### src/rtl/led_pattern_seq.sv
// led_pattern_seq
// Steps a selectable LED pattern once per rising edge of a slow divided-clock
// level ("tick") that is asynchronous to clk.
//
// Ports:
//   clk        system clock
//   reset      synchronous, active-high reset
//   tick       divided-clock level, asynchronous to clk; each rising edge is one step
//   S          pause/blank: freezes the pattern and forces L to zero
//   mode       pattern select: 0 binary, 1 walk, 2 bounce, 3 blink
//   L          LED drive (combinationally blanked by S)
//   step_count number of accepted steps, wraps modulo 2^CNT_W
//   wrap       one-cycle pulse when a pattern completes a full cycle
module led_pattern_seq #(
    parameter int N_LED = 2,
    parameter int CNT_W = 16
) (
    input  logic             clk,
    input  logic             reset,
    input  logic             tick,
    input  logic             S,
    input  logic [1:0]       mode,
    output logic [N_LED-1:0] L,
    output logic [CNT_W-1:0] step_count,
    output logic             wrap
);

    localparam logic [1:0]       MODE_BIN    = 2'd0;
    localparam logic [1:0]       MODE_WALK   = 2'd1;
    localparam logic [1:0]       MODE_BOUNCE = 2'd2;
    localparam logic [1:0]       MODE_BLINK  = 2'd3;
    localparam logic             DIR_UP      = 1'b0;
    localparam logic             DIR_DN      = 1'b1;
    localparam logic [N_LED-1:0] PAT_ZERO    = {N_LED{1'b0}};
    localparam logic [N_LED-1:0] PAT_ONE     = {{(N_LED-1){1'b0}}, 1'b1};
    localparam logic [N_LED-1:0] PAT_ALL     = {N_LED{1'b1}};
    localparam logic [CNT_W-1:0] CNT_ONE     = {{(CNT_W-1){1'b0}}, 1'b1};

    logic             s1_q, s2_q, s3_q;
    logic [1:0]       arm_q, arm_d;
    logic [1:0]       cur_mode_q, cur_mode_d;
    logic [N_LED-1:0] pat_q, pat_d;
    logic             dir_q, dir_d;
    logic [CNT_W-1:0] cnt_q, cnt_d;
    logic             wrap_q, wrap_d;

    logic             accept_s;
    logic             one_hot_s;
    logic [N_LED-1:0] inc_s, inv_s, rotl_s, shl_s, shr_s;

    // A step is only taken once the arm counter has seen three clean cycles
    // after reset, so a tick level already high through reset is never an edge.
    assign accept_s  = s2_q & ~s3_q & (arm_q == 2'd3) & ~S;
    assign one_hot_s = (pat_q != PAT_ZERO) && ((pat_q & (pat_q - PAT_ONE)) == PAT_ZERO);
    assign inc_s     = pat_q + PAT_ONE;
    assign inv_s     = ~pat_q;
    assign rotl_s    = {pat_q[N_LED-2:0], pat_q[N_LED-1]};
    assign shl_s     = {pat_q[N_LED-2:0], 1'b0};
    assign shr_s     = {1'b0, pat_q[N_LED-1:1]};

    // State register: synchroniser, arm counter, pattern state and outputs.
    always_ff @(posedge clk) begin
        if (reset) begin
            s1_q       <= 1'b0;
            s2_q       <= 1'b0;
            s3_q       <= 1'b0;
            arm_q      <= 2'd0;
            cur_mode_q <= MODE_BIN;
            pat_q      <= PAT_ZERO;
            dir_q      <= DIR_UP;
            cnt_q      <= {CNT_W{1'b0}};
            wrap_q     <= 1'b0;
        end else begin
            s1_q       <= tick;
            s2_q       <= s1_q;
            s3_q       <= s2_q;
            arm_q      <= arm_d;
            cur_mode_q <= cur_mode_d;
            pat_q      <= pat_d;
            dir_q      <= dir_d;
            cnt_q      <= cnt_d;
            wrap_q     <= wrap_d;
        end
    end

    // Next-state: arm counter and pattern advance on accepted steps.
    always_comb begin
        arm_d      = arm_q;
        cur_mode_d = cur_mode_q;
        pat_d      = pat_q;
        dir_d      = dir_q;
        cnt_d      = cnt_q;
        wrap_d     = 1'b0;

        if (arm_q != 2'd3) begin
            arm_d = arm_q + 2'd1;
        end else begin
            arm_d = arm_q;
        end

        if (accept_s) begin
            cnt_d = cnt_q + CNT_ONE;
            if (mode != cur_mode_q) begin
                // A mode change only loads the new pattern's start point.
                cur_mode_d = mode;
                dir_d      = DIR_UP;
                case (mode)
                    MODE_BIN:    pat_d = PAT_ZERO;
                    MODE_WALK:   pat_d = PAT_ONE;
                    MODE_BOUNCE: pat_d = PAT_ONE;
                    MODE_BLINK:  pat_d = PAT_ALL;
                    default:     pat_d = PAT_ZERO;
                endcase
            end else begin
                case (cur_mode_q)
                    MODE_BIN: begin
                        pat_d  = inc_s;
                        wrap_d = (inc_s == PAT_ZERO);
                    end
                    MODE_WALK: begin
                        if (one_hot_s) begin
                            pat_d  = rotl_s;
                            wrap_d = (rotl_s == PAT_ONE);
                        end else begin
                            pat_d  = PAT_ONE;
                        end
                    end
                    MODE_BOUNCE: begin
                        if (!one_hot_s) begin
                            pat_d = PAT_ONE;
                            dir_d = DIR_UP;
                        end else if (dir_q == DIR_UP) begin
                            pat_d = shl_s;
                            if (shl_s[N_LED-1]) begin
                                dir_d = DIR_DN;
                            end else begin
                                dir_d = DIR_UP;
                            end
                        end else begin
                            pat_d = shr_s;
                            if (shr_s == PAT_ONE) begin
                                dir_d  = DIR_UP;
                                wrap_d = 1'b1;
                            end else begin
                                dir_d  = DIR_DN;
                            end
                        end
                    end
                    MODE_BLINK: begin
                        pat_d  = inv_s;
                        wrap_d = (inv_s == PAT_ALL);
                    end
                    default: begin
                        pat_d = PAT_ZERO;
                    end
                endcase
            end
        end else begin
            cnt_d = cnt_q;
        end
    end

    // Outputs: blanking by S is combinational so it takes effect immediately.
    always_comb begin
        if (S) begin
            L = PAT_ZERO;
        end else begin
            L = pat_q;
        end
        step_count = cnt_q;
        wrap       = wrap_q;
    end

endmodule

### config.mk
export PLATFORM = sky130hd
export DESIGN_NAME = led_pattern_seq
export DESIGN_NICKNAME = d
export VERILOG_FILES = /design/src/rtl/led_pattern_seq.sv
export SDC_FILE = /design/constraint.sdc
export NUM_CORES = 1
export LEC_CHECK = 0
export ABC_AREA = 0
export CAP_MARGIN = 5
export CORE_MARGIN = 2
export CORE_UTILIZATION = 51
export DETAILED_ROUTE_END_ITERATION = 10
export PLACE_DENSITY = 0.81
export SYNTH_ARGS = -nofsm -noshare
export SYNTH_HDL_FRONTEND = slang
export SYNTH_SLANG_ARGS = --single-unit
### constraint.sdc
create_clock -name clk -period 1.98 [get_ports clk]
set_input_delay 0.594 -clock clk [delete_from_list [all_inputs] [get_ports clk]]
set_output_delay 0.594 -clock clk [all_outputs]
set_load 0.05 [all_outputs]
**After elaboration in Yosys (flattened, before gate mapping)**

Index checks and enable logic that the tools add are counted.

- Reductions and logical operators: 11
- Equality and inequality tests: 11
- Muxes and demuxes: 18
- Add/subtract/negate cells: 4
- Bitwise gates (word level): 8

Operators with widths:

| kind | number |
|---|---|
| adder 16 x 1 -> 16 bit (second input constant) | 1 |
| equality test 2 bit (second input constant) | 6 |
| two-way mux 1 bit | 10 |
| two-way mux 2 bit | 5 |
| zero test 2 bit | 4 |
| case mux 2 bit (4 select lines) | 1 |
| equality test 2 x 1 -> 1 bit (second input constant) | 3 |
| case mux 2 bit (3 select lines) | 1 |
| adder 2 x 1 -> 2 bit (second input constant) | 2 |
| case mux 1 bit (4 select lines) | 1 |
| AND reduction 2 bit | 2 |
| nonzero test 2 bit | 2 |
| bitwise AND 1 bit | 3 |
| NOT 1 bit | 3 |
| OR reduction 3 bit | 1 |
| bitwise AND 2 bit | 1 |
| inequality test 2 bit | 1 |
| inequality test 2 bit (second input constant) | 1 |
| NOT 2 bit | 1 |
| OR reduction 2 bit | 1 |
| subtractor 2 x 1 -> 2 bit (second input constant) | 1 |
| logical AND 1 bit | 1 |

- Output and inout port bits: 19
- Flip-flop bits (word level): 27

**Depth between registers and ports, before layout**

Gate-level depths: netlist of the first run.

- Depth in word-level cells: 7
- Mapped depth: 7
- Gate-level depth less buffers: 6

**Least setup slack after synthesis of the first run**

No wires, ideal clock.

- Path kind: register -> register
- Start point: reg cnt_q[4] (netlist: step_count[4])
- End point: reg cnt_q[14] (netlist: step_count[14])
- Period minus slack after synthesis: 1.920 ns
- Cell stages (with the launch flop): 5
- Arrival time: 1.796 ns
- Buffers on the path: 0
- Slack: 0.060 ns
- Cell sequence: dfxtp_1 -> nand4_2 -> nor4_4 -> nand3_1 -> mux2_1

- Word-level cells in the longest chain between the ends: 1

RTL lines:

| element | RTL line | RTL |
|---|---|---|
| start, declared | 44 | `logic [CNT_W-1:0] cnt_q, cnt_d;` |
| start signal, assigned | 71 | `cnt_q <= {CNT_W{1'b0}};` |
| start signal, assigned | 81 | `cnt_q <= cnt_d;` |
| adder 16 x 1 -> 16 bit | 102 | `cnt_d = cnt_q + CNT_ONE;` |

Every way passes these cells.
A chain may end at the register's enable or synchronous reset.

**Final worst setup path of the first run**

- Start point: reg arm_q[0]
- End point: reg pat_q[1]

- Word-level cells in the longest chain between the ends: 3

RTL lines:

| element | RTL line | RTL |
|---|---|---|
| start, declared | 40 | `logic [1:0] arm_q, arm_d;` |
| start signal, assigned | 77 | `arm_q <= arm_d;` |
| equality test 2 bit | 53 | `assign accept_s = s2_q & ~s3_q & (arm_q == 2'd3) & ~S;` |
| bitwise AND 1 bit (2 in series) | 53 |  |
| end signal, assigned | 79 | `pat_q <= pat_d;` |
| end, declared | 42 | `logic [N_LED-1:0] pat_q, pat_d;` |

Every way passes these cells.

==> flow_metrics.tcl, run 1 <==
set metrics [dict create \
    required_ns 2.19 \
    ir_drop_v 0.000511 \
    finalNonFillerCells 227 \
    drc 0 \
    critPathLaunchType "flop" \
    clockPowerShare_pct 26.5 \
    final-max-slew-violation-count 0 \
    seq_area_frac_synth_pct 38.0 \
    dpl.cell_count 223 \
    io_buffer_count 24 \
    gp_congestion 0.949 \
    yosys-mux-area-fraction_pct 3.61 \
    rows 19 \
    synth_ff_type "dfxtp_1" \
    status "finished clean" \
    syn-cell-area_mm2 0.00142 \
    hold_class "flop to flop" \
    ys_warn_count 0 \
    max_cap_viol_count 0 \
    combinationalPowerShare_pct 9.1 \
    ys_types 39 \
    synthCells 157 \
    clk_latency_ns 0.32 \
    synth_top_area_share_pct 38.0 \
    synth_xor_area_share_pct 8.63 \
    cts_tree "done" \
    crit_type "flop to flop" \
    r2r_cells 6 \
    synth_top_cell_by_area "dfxtp_1" \
    p_int_w 0.000674 \
    avgRoutedWirePerCell_um 13.9 \
    ys_async_sr_fraction_pct 0 \
    clock_path_buffers 2 \
    holdWs_ns 0.462 \
    start_util_pct 52.4 \
    max_clock_freq_mhz 549 \
    switching_share_pct 22.9 \
    tightest_slew_ns 0.426 \
    die_h_um 56.8 \
    clk_pin_slew_worst_paths_ns 0.14 \
    yosys_register_bits 27 \
    arrival_ns 2.03 \
    grt_use_total_pct 20.9 \
    crit_path_end_kind "flop" \
    dr.first_iter.drc_count 24 \
    nets 214 \
    rr_startpoint "arm_q[0]$_SDFFE_PP0P_" \
    min-delay-start "s1_q$_SDFF_PP0_" \
    dp_hpwl_mm 2.40 \
    fin_skew_ns 0.00248 \
    syn_to_final_growth_pct 27.8 \
    overflow 0 \
    pin_count 25 \
    via_per_inst 5.50 \
    drive_above_1_share_pct 23.5 \
    synth_top_family_by_area "simple AND/OR/NAND/NOR gates" \
    synth-compound-area-share_pct 9.51 \
    fp.dieW_um 56.8 \
    finalWirelength_mm 3.16 \
    vias 1249 \
    fin_crit_ns 1.82 \
    power_w 0.000875 \
    rsz0062_at_grt "false" \
    yosys.area_share.simple_pct 26.1 \
    grt_antenna_before_repair 0 \
    dr.pass1.iters 4 \
    htreeDepth 1 \
    rrSetupSlack_ns 0.16 \
    core_area_mm2 0.00271 \
    finalHoldViolations 0 \
    postSynthAreaPerCell_um2 9.05 \
    hold_path_depth 1 \
    switchingPower_w 0.000200 \
    powerDensity_mw_per_mm2 481 \
    r2r-end "pat_q[1]$_SDFFE_PP0P_" \
    seq_power_share_pct 64.4 \
    synth-edff-count 0 \
    hold_end "s2_q$_SDFF_PP0_" \
    finalSetupViolations 0 \
    grt_start_max_net_pins 19 \
    setup_tns_ns 0 \
    cts_setup_buffers 0 \
    grt_pass1_wl_mm 5.43 \
    die-area_mm2 0.00323 \
    critPathMaxFanout 5 \
    cts.sinks 27 \
    synth_area_leaders "dfxtp_1 38%, ha_1 9.7%, xnor2_1 5.5%" \
    synth_fa_ha_area_share_pct 9.68 \
    grt_pass1_vias 1297 \
    fillers 235 \
    synthesis.nets 174 \
    cts_root_buf "clkbuf_4" \
    p_leak_nw 0.758 \
    slew_headroom_pct 70.9 \
    fin_crit_sh_pct 92.0 \
    antenna_left 0 \
    diodes 0 \
    cts_inserted_buffers 3 \
]
==> kinds of logic (layout without fill, tap and decap cells) <==
logic type | after synthesis | count (layout)
AO/OA/AOI/OAI | 20 | 20
XOR/XNOR | 14 | 14
adder cells (fa/ha/maj) | 11 | 11
buffers and inverters | 14 | 53
flip-flops | 27 | 27
multiplexers | 4 | 4
AND/OR/NAND/NOR | 67 | 67
==> what timing repair did <==
item / in CTS / in global routing
hold buffers: 0 / 0
hold endpoints to repair: 0 / 0
gates resized for setup: 6 / 0
setup endpoints to repair: 2 / 0
==> registers in the layout, summed over array words and instances, names as in the netlist, 2 cells and up <==
register / cells
arm_q: 2
cur_mode_q: 2
pat_q: 2
step_count: 16
==> power by group through the flow <==
stage	combinational [W]	clock, W	sequential [W]
after floorplan	0.0000403	0	0.000574
after global placement	0.0000715	0	0.000574
after detailed placement	0.0000785	0	0.000576
after CTS	0.0000808	0.000237	0.000564
after global routing	0.0000868	0.000258	0.000566
final	0.0000796	0.000231	0.000564
==> cells in the mapped netlist (2+ instances only) <==
cell type / number
a21oi_1: 5
nor3_1: 5
nor4_4: 2
o31ai_1: 2
o21ai_0: 3
or3_1: 3
nand2_1: 12
mux2_4: 2
nand3_1: 6
buf_1: 2
ha_1: 11
buf_2: 2
and3_1: 2
xnor2_1: 9
nand4_1: 3
inv_1: 8
nor2b_1: 7
nor2_1: 20
dfxtp_1: 27
nor4_1: 3
xor2_1: 5
==> how the worst max path moves through the flow <==
stage	start	end	slack, ns	depth (start not counted)
floorplan	step_count[4]$_SDFFE_PP0P_	step_count[14]$_SDFFE_PP0P_	0.06	4
global placement	S	step_count[15]$_SDFFE_PP0P_	-0.28	6
detailed placement	S	pat_q[1]$_SDFFE_PP0P_	-0.32	6
CTS	arm_q[0]$_SDFFE_PP0P_	pat_q[1]$_SDFFE_PP0P_	0.15	6
global route	arm_q[0]$_SDFFE_PP0P_	step_count[9]$_SDFFE_PP0P_	0.05	7
finish	arm_q[0]$_SDFFE_PP0P_	pat_q[1]$_SDFFE_PP0P_	0.16	6
==> worst max-delay path, stage by stage, from the launching register on <==
cell       delay (ns)
dfxtp_1          0.38
ha_1             0.24
nand4bb_1        0.14
buf_4            0.19
buf_4            0.15
or4_1            0.50
o311ai_0         0.12
==> through the flow <==
stage,setup slack (ns),area (µm²),utilization (%)
6_report,0.158,1820,67.0
5_1_grt,0.0460,1820,67.0
4_1_cts,0.154,1820,67.0
3_5_place_dp,-0.317,1770,65.4
3_3_place_gp,-0.277,1770,65.4
2_1_floorplan,0.0603,1420,-
==> per-layer routing <==
metal | GRT usage [%] | up-vias | part of all wire [%]
met5 | 0 | - | 0
met4 | 9.30 | 0 | 0.60
met3 | 2.30 | 2 | 3.4
met2 | 38.0 | 31 | 53
met1 | 24.5 | 593 | 43
li1 | - | 623 | -
==> layout make-up <==
class                   instances  area [µm²]  area share (%)
clock buffers                   4        26.3            1.45
inverters                       8        30.0            1.65
multi-input cells             116         833            45.9
flip-flops and latches         27         541            29.8
well taps                      31        38.8            2.13
repair buffers                 41         348            19.1
==> layout by cell type, fill, tap and decap left out, drive strengths merged, types with 4 or more instances in the layout <==
cell / Yosys / layout
buf: 5 / 36
dfxtp: 27 / 27
nor2: 20 / 20
nand2: 12 / 12
ha: 11 / 11
xnor2: 9 / 9
inv: 8 / 8
nor2b: 7 / 7
nand3: 6 / 6
nor3: 5 / 5
xor2: 5 / 5
a21oi: 5 / 5
nor4: 5 / 5
clkdlybuf4s50: 0 / 4
nand4: 4 / 4
clkbuf: 1 / 4
Power figures use the tool's default switching activity.
==> run 2, diff against run 1 <==
Settings changed: ABC_CLOCK_PERIOD_IN_PS set to 1980, CORE_UTILIZATION 51 to 35, PLACE_DENSITY 0.81 to 0.6.
==> run 2 against run 1 <==
Net effect: worst hold slack got worse by 0.0028 ns; global-route usage down 6.5 points; non-clock buffer count increased by 1; die area grew 42%.
==> flow_metrics.tcl, run 2 (same netlist as run 1, synthesis figures left out) <==
set metrics [dict create \
    overflow 0 \
    slowest_delay_ns 0.25 \
    fp.dieW_um 67.7 \
    setup_tns_ns 0 \
    nets 215 \
    cts.sinks 27 \
    grt_pass1_vias 1163 \
    fin_crit_ns 1.80 \
    clock_path_buffers 2 \
    ctsHoldBuffers 0 \
    fin_skew_ns 0.00277 \
    tightest_slew_ns 0.351 \
    cp.depth 4 \
    vias 1232 \
    p_int_w 0.000740 \
    die_h_um 67.7 \
    grt_start_max_net_pins 18 \
    core_area_mm2 0.00394 \
    gp_congestion 0.899 \
    hold_class "flop to flop" \
    dr.first_iter.drc_count 92 \
    cts_setup_buffers 0 \
    holdWs_ns 0.459 \
    drive_above_1_share_pct 23.9 \
    slowest_stage "dlygate4sd2_1" \
    clk_pin_slew_worst_paths_ns 0.09 \
    cts_inserted_buffers 3 \
    cts_tree "done" \
    placed_area_mm2 0.00180 \
    via_per_inst 4.99 \
    worst_slack_ns 0.184 \
    switchingPower_w 0.000209 \
    critPathLaunchType "input pin" \
    clk_latency_ns 0.27 \
    clockPowerShare_pct 32.4 \
    post-route-util_pct 47.3 \
    antenna_left 0 \
    required_ns 1.39 \
    htreeDepth 1 \
    final-max-slew-violation-count 0 \
    rsz0062_at_grt "false" \
    finalWirelength_mm 3.03 \
    final_cell_area_mm2 0.00187 \
    critPathMaxFanout 3 \
    arrival_ns 1.20 \
    dp_hpwl_mm 2.38 \
    combinationalPowerShare_pct 8.4 \
    slew_headroom_pct 76.0 \
    dr.pass1.iters 4 \
    grt_antenna_before_repair 0 \
    grt_use_total_pct 14.5 \
    cts_resized 6 \
    status "finished clean" \
    max_clock_freq_mhz 557 \
    cp_cell_sequence "dlygate4sd2_1 -> buf_6 -> nor2_4 -> buf_12" \
    start_util_pct 36.1 \
    r2r_cells 6 \
    syn_to_final_growth_pct 31.3 \
    finalSetupViolations 0 \
    drc 0 \
    fin_crit_sh_pct 90.7 \
    diodes 0 \
    crit_path_end_kind "primary output" \
    avgRoutedWirePerCell_um 12.3 \
    pin_count 25 \
    powerDensity_mw_per_mm2 508 \
    rows 23 \
    hold_path_depth 1 \
    dp_slack_ns -0.326 \
    switching_share_pct 22.0 \
    finalHoldViolations 0 \
    critPathBufInv 3 \
    p_leak_nw 0.772 \
    layout_common_cells "34 x buf_4, 27 x dfxtp_1, 18 x nor2_1, 12 x nand2_1, 11 x ha_1" \
    io_buffer_count 24 \
    ir_drop_v 0.000380 \
    die-area_mm2 0.00459 \
    crit_type "input pin to primary output" \
    grt_pass1_wl_mm 5.11 \
    seq_power_share_pct 59.3 \
    largest_register_ffs 16 \
    max_cap_viol_count 0 \
    cts_root_buf "clkbuf_8" \
    cp_top_family "buffers and inverters" \
    final_common_cell "buf_4" \
]
## run 2: cell count changes in the layout (fill, tap and decap cells not counted)
cell	before	now
clkbuf_4	3	0
clkbuf_8	0	3
buf_4	33	34
## run 2: layout make-up
cell class                 instances  area [µm²]
tap                               50        62.6
inverter                           8        30.0
sequential                        27         541
multi-input combinational        116         833
timing repair buffer              42         355
clock buffer                       4        45.0
fill                             370        2080
## run 2: power by group through the flow
stage | combinational (W) | clock (W) | sequential, W
6_report | 0.0000794 | 0.000307 | 0.000562
5_1_grt | 0.0000882 | 0.000340 | 0.000564
4_1_cts | 0.0000799 | 0.000324 | 0.000563
3_5_place_dp | 0.0000778 | 0 | 0.000575
3_3_place_gp | 0.0000744 | 0 | 0.000574
2_1_floorplan | 0.0000403 | 0 | 0.000574
## run 2: final timing paths
check	startpoint	end	slack [ns]
setup / recovery	S	L[0]	0.18
hold / removal	s1_q$_SDFF_PP0_	s2_q$_SDFF_PP0_	0.46
setup reg to reg	arm_q[0]$_SDFFE_PP0P_	step_count[14]$_SDFFE_PP0P_	0.23
hold reg to reg	s1_q$_SDFF_PP0_	s2_q$_SDFF_PP0_	0.46
## run 2: metrics by stage
stage,power (W),instances
finish,0.000949,247
detailed placement,0.000653,243
global placement,0.000648,243
global route,0.000992,247
floorplan,0.000614,157
CTS,0.000966,247
## run 2: routing by layer
layer / GRT usage (%) / routed length (µm)
met5: 0 / 0
met1: 18.1 / 1360
met2: 24.3 / 1490
met4: 4.85 / 52
met3: 3.50 / 124
